### src/rtl/exe_hazard_ctrl.sv
// Execute-stage pipeline controller: load-use and taken-branch hazards, multi-cycle
// mult/div hold of EXE, and a saturating stall-cycle performance counter.
module exe_hazard_ctrl #(
    parameter int unsigned MD_LAT = 4,
    parameter int unsigned CNT_W  = 4,
    parameter int unsigned PERF_W = 16
) (
    input  logic              clk,
    input  logic              reset,
    input  logic [4:0]        id_rs,
    input  logic [4:0]        id_rt,
    input  logic              id_uses_rs,
    input  logic              id_uses_rt,
    input  logic [4:0]        ex_rd,
    input  logic [1:0]        ex_MemRead,
    input  logic              ex_RegWrite,
    input  logic              ex_md_start,
    input  logic              ex_branch_taken,
    input  logic              stall_cnt_clr,
    output logic              pc_stall,
    output logic              if_id_stall,
    output logic              if_id_flush,
    output logic              id_ex_stall,
    output logic              id_ex_flush,
    output logic              exe_flush,
    output logic              md_busy,
    output logic              md_done,
    output logic [PERF_W-1:0] stall_cnt
);

    typedef enum logic [0:0] {StRun, StMdWait} state_e;

    localparam bit               MdMulti = (MD_LAT > 1);
    // Entry cycle is already the first EXE cycle, so the wait counts from MD_LAT-2.
    localparam logic [CNT_W-1:0] MdInit  = CNT_W'(MdMulti ? MD_LAT - 2 : 0);

    state_e             state_q, state_d;
    logic [CNT_W-1:0]   cnt_q, cnt_d;
    logic [PERF_W-1:0]  stall_cnt_q, stall_cnt_d;
    logic               load_use;
    logic               hazards_live;
    logic               md_hold;

    assign load_use = (ex_MemRead != 2'b00) && ex_RegWrite && (ex_rd != 5'd0) &&
                      ((id_uses_rs && (id_rs == ex_rd)) || (id_uses_rt && (id_rt == ex_rd)));

    always_comb begin
        state_d      = state_q;
        cnt_d        = cnt_q;
        hazards_live = 1'b0;
        md_hold      = 1'b0;
        pc_stall     = 1'b0;
        if_id_stall  = 1'b0;
        if_id_flush  = 1'b0;
        id_ex_stall  = 1'b0;
        id_ex_flush  = 1'b0;
        exe_flush    = 1'b0;
        md_busy      = 1'b0;
        md_done      = 1'b0;

        unique case (state_q)
            StRun: begin
                if (ex_md_start && MdMulti) begin
                    md_hold = 1'b1;
                    state_d = StMdWait;
                    cnt_d   = MdInit;
                end else begin
                    md_done      = ex_md_start;
                    hazards_live = 1'b1;
                end
            end
            StMdWait: begin
                if (cnt_q != '0) begin
                    md_hold = 1'b1;
                    cnt_d   = cnt_q - CNT_W'(1);
                end else begin
                    md_done      = 1'b1;
                    hazards_live = 1'b1;
                    state_d      = StRun;
                end
            end
            default: state_d = StRun;
        endcase

        if (md_hold) begin
            pc_stall    = 1'b1;
            if_id_stall = 1'b1;
            id_ex_stall = 1'b1;
            exe_flush   = 1'b1;
            md_busy     = 1'b1;
        end

        // A taken branch squashes the ID instruction, so its load-use stall is moot.
        if (hazards_live) begin
            if (ex_branch_taken) begin
                if_id_flush = 1'b1;
                id_ex_flush = 1'b1;
            end else if (load_use) begin
                pc_stall    = 1'b1;
                if_id_stall = 1'b1;
                id_ex_flush = 1'b1;
            end
        end

        if (!reset) begin
            pc_stall    = 1'b0;
            if_id_stall = 1'b0;
            if_id_flush = 1'b0;
            id_ex_stall = 1'b0;
            id_ex_flush = 1'b0;
            exe_flush   = 1'b0;
            md_busy     = 1'b0;
            md_done     = 1'b0;
        end
    end

    always_comb begin
        stall_cnt_d = stall_cnt_q;
        if (stall_cnt_clr) begin
            stall_cnt_d = '0;
        end else if (pc_stall && (stall_cnt_q != '1)) begin
            stall_cnt_d = stall_cnt_q + PERF_W'(1);
        end
    end

    always_ff @(posedge clk or negedge reset) begin
        if (!reset) begin
            state_q     <= StRun;
            cnt_q       <= '0;
            stall_cnt_q <= '0;
        end else begin
            state_q     <= state_d;
            cnt_q       <= cnt_d;
            stall_cnt_q <= stall_cnt_d;
        end
    end

    assign stall_cnt = stall_cnt_q;

endmodule

### config.mk
export PLATFORM = sky130hd
export DESIGN_NAME = exe_hazard_ctrl
export DESIGN_NICKNAME = d
export VERILOG_FILES = /design/src/rtl/exe_hazard_ctrl.sv
export SDC_FILE = /design/constraint.sdc
export NUM_CORES = 1
export LEC_CHECK = 0
export CORE_MARGIN = 1.5
export CORE_UTILIZATION = 55
export CTS_BUF_LIST = sky130_fd_sc_hd__clkbuf_4 sky130_fd_sc_hd__clkbuf_8
export DETAILED_ROUTE_END_ITERATION = 10
export DONT_BUFFER_PORTS = 1
export PLACE_DENSITY = 0.79
export RECOVER_POWER = 100
export SYNTH_ARGS = -nofsm -noshare
export SYNTH_HDL_FRONTEND = slang
export SYNTH_SLANG_ARGS = --single-unit
### constraint.sdc
create_clock -name clk -period 4.7 [get_ports clk]
set_clock_uncertainty 0.1 [all_clocks]
set_input_delay 0.705 -clock clk [delete_from_list [all_inputs] [get_ports clk]]
set_output_delay 0.705 -clock clk [all_outputs]
set_load 0.02 [all_outputs]
; After elaboration in Yosys (flattened, before gate mapping)
; Index checks and enable logic that the tools add are counted.
[word_totals]
output_inout_bits = 24
regBits = 21
mem_bits_ro = 0
latch_bits = 0
ram_bits = 0
word_cells = 49
memories = 0
[op_classes]
muxes = 26
order_cmp = 0
eq_ne = 5
reduce_logical = 12
mul = 0
div_mod_pow = 0
bitwise = 1
add_sub_neg = 2
shift = 0
[op_table]
columns = operator, n
row1 = 16-bit 2-to-1 mux, 2
row2 = 1-bit 2-to-1 mux, 18
row3 = "16-bit by 1-bit adder with 16-bit output, second input constant", 1
row4 = "16-bit != test, second input constant", 1
row5 = 5-bit == test, 2
row6 = 4-bit 2-to-1 mux, 2
row7 = 4-bit case mux with 2 select lines, 1
row8 = 1-bit logical AND, 6
row9 = 1-bit case mux with 2 select lines, 3
row10 = 5-bit nonzero test, 1
row11 = 2-bit nonzero test, 2
row12 = 4-bit nonzero test, 1
row13 = "4-bit by 1-bit subtractor with 4-bit output, second input constant", 1
row14 = "2-bit by 1-bit != test with 1-bit output, second input constant", 1
row15 = "2-bit != test, second input constant", 1
row16 = 2-bit AND reduction, 1
row17 = 1-bit logical OR, 1
row18 = 1-bit NOT, 1

; Longest topological paths before layout
[logic_depth]
depth_word = 11
depth_mapped = 10
ltp_nobuf = 8

; Least setup slack after synthesis
; No wires, ideal clock.
[synth_path]
path_kind = input to output
from = input port ex_rd[1]
to = output port pc_stall
stages = 6
t_arrival_ns = 1.910
slack_ns = 1.985
required_time_ns = 3.895
path_cell_list = or4_1 -> o221ai_2 -> nor2_2 -> a21oi_1 -> nor2b_1 -> buf_4
[synth_via]
elab_chain_len = 8
word_cells_on_any_way = 12
[synth_lines]
columns = element, line_no
row1 = from (decl), 14  ; input logic [4:0] ex_rd,
row2 = 5-bit == test, 45  ; ((id_uses_rs && (id_rs == ex_rd)) || (id_uses_rt && (id_rt == ex_rd)));
row3 = 1-bit logical AND, 45
row4 = 1-bit logical OR, 45
row5 = 1-bit logical AND (*), 44  ; assign load_use = (ex_MemRead != 2'b00) && ex_RegWrite && (ex_rd != 5'd0) &&
row6 = 1-bit 2-to-1 mux (*) (4 in a row), n/a
row7 = to (decl), 20  ; output logic pc_stall,
; Mark *: on every way between the ends. The rest lies on a longest branch, timed or not.

; Final worst setup path
[layout_path]
from = register cnt_q[0]
to = output port exe_flush
[layout_via]
elab_chain_len = 5
[layout_lines]
columns = element, line_no
row1 = from (decl), 38  ; logic [CNT_W-1:0] cnt_q, cnt_d;
row2 = from (signal assigned), 133  ; cnt_q <= cnt_d;
row3 = 4-bit nonzero test, 73  ; if (cnt_q != '0) begin
row4 = 1-bit 2-to-1 mux, 73
row5 = 1-bit case mux with 2 select lines, 61  ; unique case (state_q)
row6 = net md_hold, 42  ; logic md_hold;
row7 = 1-bit 2-to-1 mux, 85  ; if (md_hold) begin
row8 = 1-bit 2-to-1 mux, 105  ; if (!reset) begin
row9 = to (decl), 25  ; output logic exe_flush,
; The timed path passes the listed nets, and every way through them passes these cells.

==> impl_metrics.yaml <==
floorplanning:
  dieArea_um2: 2860
  start_util_pct: 57.6
  die_h_um: 53.5
  rows: 18
  core-area_um2: 2430
  pin_count: 49
  die_x_um: 53.5
power:
  clockPowerShare_pct: 18.2
  power.switching_uw: 195
  powerDensity_nw_per_um2: 370
  power_frac_comb_pct: 35.0
  swShare_pct: 37.9
  vdd_drop_max_mv: 0.232
  leakage_uw: 0.000540
  power.internal_uw: 320
  p_seq_share_pct: 46.8
  power.total_uw: 514
sta:
  fin_crit_ns: 3.17
  rsz0062_at_grt: "no"
  slew_violations: 0
  slew-limit-headroom_pct: 37.4
  finalHoldWorstSlack_ns: 0.343
  fin_tns_setup_ns: 0
  max_freq_mhz: 316
  setup_viol_count_final: 0
  final_hold_viol_count: 0
  tightest_slew_ns: 0.936
  post-route-period-util_pct: 67.4
detailed_routing:
  wire_per_inst_um: 16.1
  drtIter0Drc: 14
  first_pass_iters: 4
  drt-total-wl_mm: 2.88
  drc: 0
  ant_nets: 0
  vias: 1146
  via_per_inst: 6.40
cts:
  clkSinkCount: 21
  cts_tree: "built"
  cts_hold_buf: 1
  postCtsSetupBuffers: 0
  cts_made_buffers: 3
  cts_buffer_depth: 2
  clk_pin_slew_ns: 0.12
  root_buffer: "clkbuf_4"
  post_cts_resized: 0
  clkLatencyLatePin_ns: 0.30
  htreeDepth: 1
flow_run:
  drv_cap: 0
setup_path:
  critical_path_class: "flop to primary output"
  cp_max_fo: 5
  cp-end-kind: "primary output"
  cp-endpoint: "exe_flush"
  critPathRequiredTime_ns: 3.89
  r2r_end: "stall_cnt[5]"
  reg2reg_from: "cnt_q[0]"
  cp-start-kind: "flop"
  crit_start: "cnt_q[0]"
  rr_worst_depth: 8
  reg2reg_slack_ns: 1.98
  cp.arrival_ns: 2.36
placement:
  port_buffers: 0
  routabilityCongestion: 0.846
  dp_cells: 174
  dp_hpwl_mm: 2.20
global_route:
  grt_use_total_pct: 22.7
  grt_pass1_wl_mm: 4.64
  grt-busiest-layer: "met2"
  gr-total-overflow: 0
  met3_usage_pct: 5.37
  grt_pass1_vias: 1117
  grt_max_degree: 31
  grt.met1_usage_pct: 24.8
  antenna_found_initial: 0
  met2_usage_pct: 41.8
final_layout:
  finalNetCount: 178
  diodes: 0
  layout_common_cells: "21 x dfrtp_1, 16 x a21oi_1, 12 x nand2_1"
  layout-drive-gt1-share_pct: 7.38
  final_cells: 179
  layout_commonest_cell: "dfrtp_1"
  syn2layout_area_growth_pct: -0.715
yosys:
  syn-num-nets: 181
  yosys.area.top_type: "dfrtp_1"
  synth_edf_count: 0
  ys_seq_area_share_pct: 37.5
  ys_async_sr_fraction_pct: 100
  synthCells: 153
  yosysWarnings: 0
  ys_types: 39
  synthTopCellsByArea: "dfrtp_1 38%, xnor2_1 6.9%, a21oi_1 5.7%, or3_1 4.9%, nand2_1 3.2%"
  synth_top_area_share_pct: 37.5
  synth_seq_cells: 21
  netlist_area_um2: 1400
  syn_avg_cell_area_um2: 9.16
  synth-main-ff-cell: "dfrtp_1"
hold_path:
  hp-class: "primary input to flop"
run_status:
  status: "complete, no violations"
[how the worst min path moves through the flow]
stage                              from             to  slack [ns]  depth (start not counted)
after floorplan                   reset       cnt_q[0]        0.31                          0
final                     stall_cnt_clr  stall_cnt[10]        0.34                          1
after CTS                 stall_cnt_clr   stall_cnt[7]        0.34                          1
after detailed placement          reset   stall_cnt[9]        0.31                          0
after global placement            reset   stall_cnt[9]        0.31                          0
after global routing      stall_cnt_clr   stall_cnt[7]        0.33                          1
[synth_stat cells, types with 3 or more instances]
cell type,n
buf_4,4
nand3_1,6
and2_1,3
inv_1,5
nor2_1,7
o21ai_0,3
nor2b_1,3
xnor2_1,11
or3_1,11
nand4_1,5
o31ai_1,4
ha_1,3
o21ai_1,8
dfrtp_1,21
or4_1,4
a21oi_1,16
nand2_1,12
[power by group through the flow]
stage	combinational [uW]	clock (uW)	sequential, uW
floorplan	195	0	235
global placement	173	0	243
detailed placement	184	0	245
CTS	188	93.1	242
global route	204	102	246
finish	180	93.4	241
[through the flow]
step	util [%]	setup slack, ns	area (um^2)
finish	57.2	1.53	1390
floorplan	-	1.98	1400
CTS	57.7	1.70	1400
global route	57.2	1.35	1390
global placement	56.1	1.96	1360
detailed placement	56.1	1.93	1360
[sequential cells by signal, indices dropped and copies added (netlist names)]
| register | flops |
|---|---|
| stall_cnt | 16 |
| cnt_q | 4 |
| state_q | 1 |
[critical path: stages, from the launching register on]
cell	delay [ns]
dfrtp_1	0.42
inv_1	0.11
ha_1	0.18
nor3b_1	0.50
a21o_1	0.28
inv_1	0.08
and2_0	0.48
[cell families after synthesis]
kind of cell / share of synthesized area (%)
flip-flops: 37.5
AO/OA/AOI/OAI: 18.9
adder cells (fa/ha/maj): 2.68
XOR/XNOR: 7.50
multiplexers: 1.52
buffers and inverters: 6.70
AND/OR/NAND/NOR: 25.2
[final cells by class]
cell class | count | area (um^2)
clock buffers | 4 | 30.0
repair buffers | 1 | 10.0
well taps | 30 | 37.5
inverters | 5 | 18.8
fillers | 221 | 1040
flip-flops and latches | 21 | 526
multi-input cells | 118 | 769
[layer usage]
metal	share of wire (%)	wire [um]	vias up
li1	-	-	547
met1	41	1170	549
met2	52	1490	44
met3	6.4	185	6
met4	1.2	36	0
met5	0	0	-
Note: power is estimated with default switching activity, not from simulation.
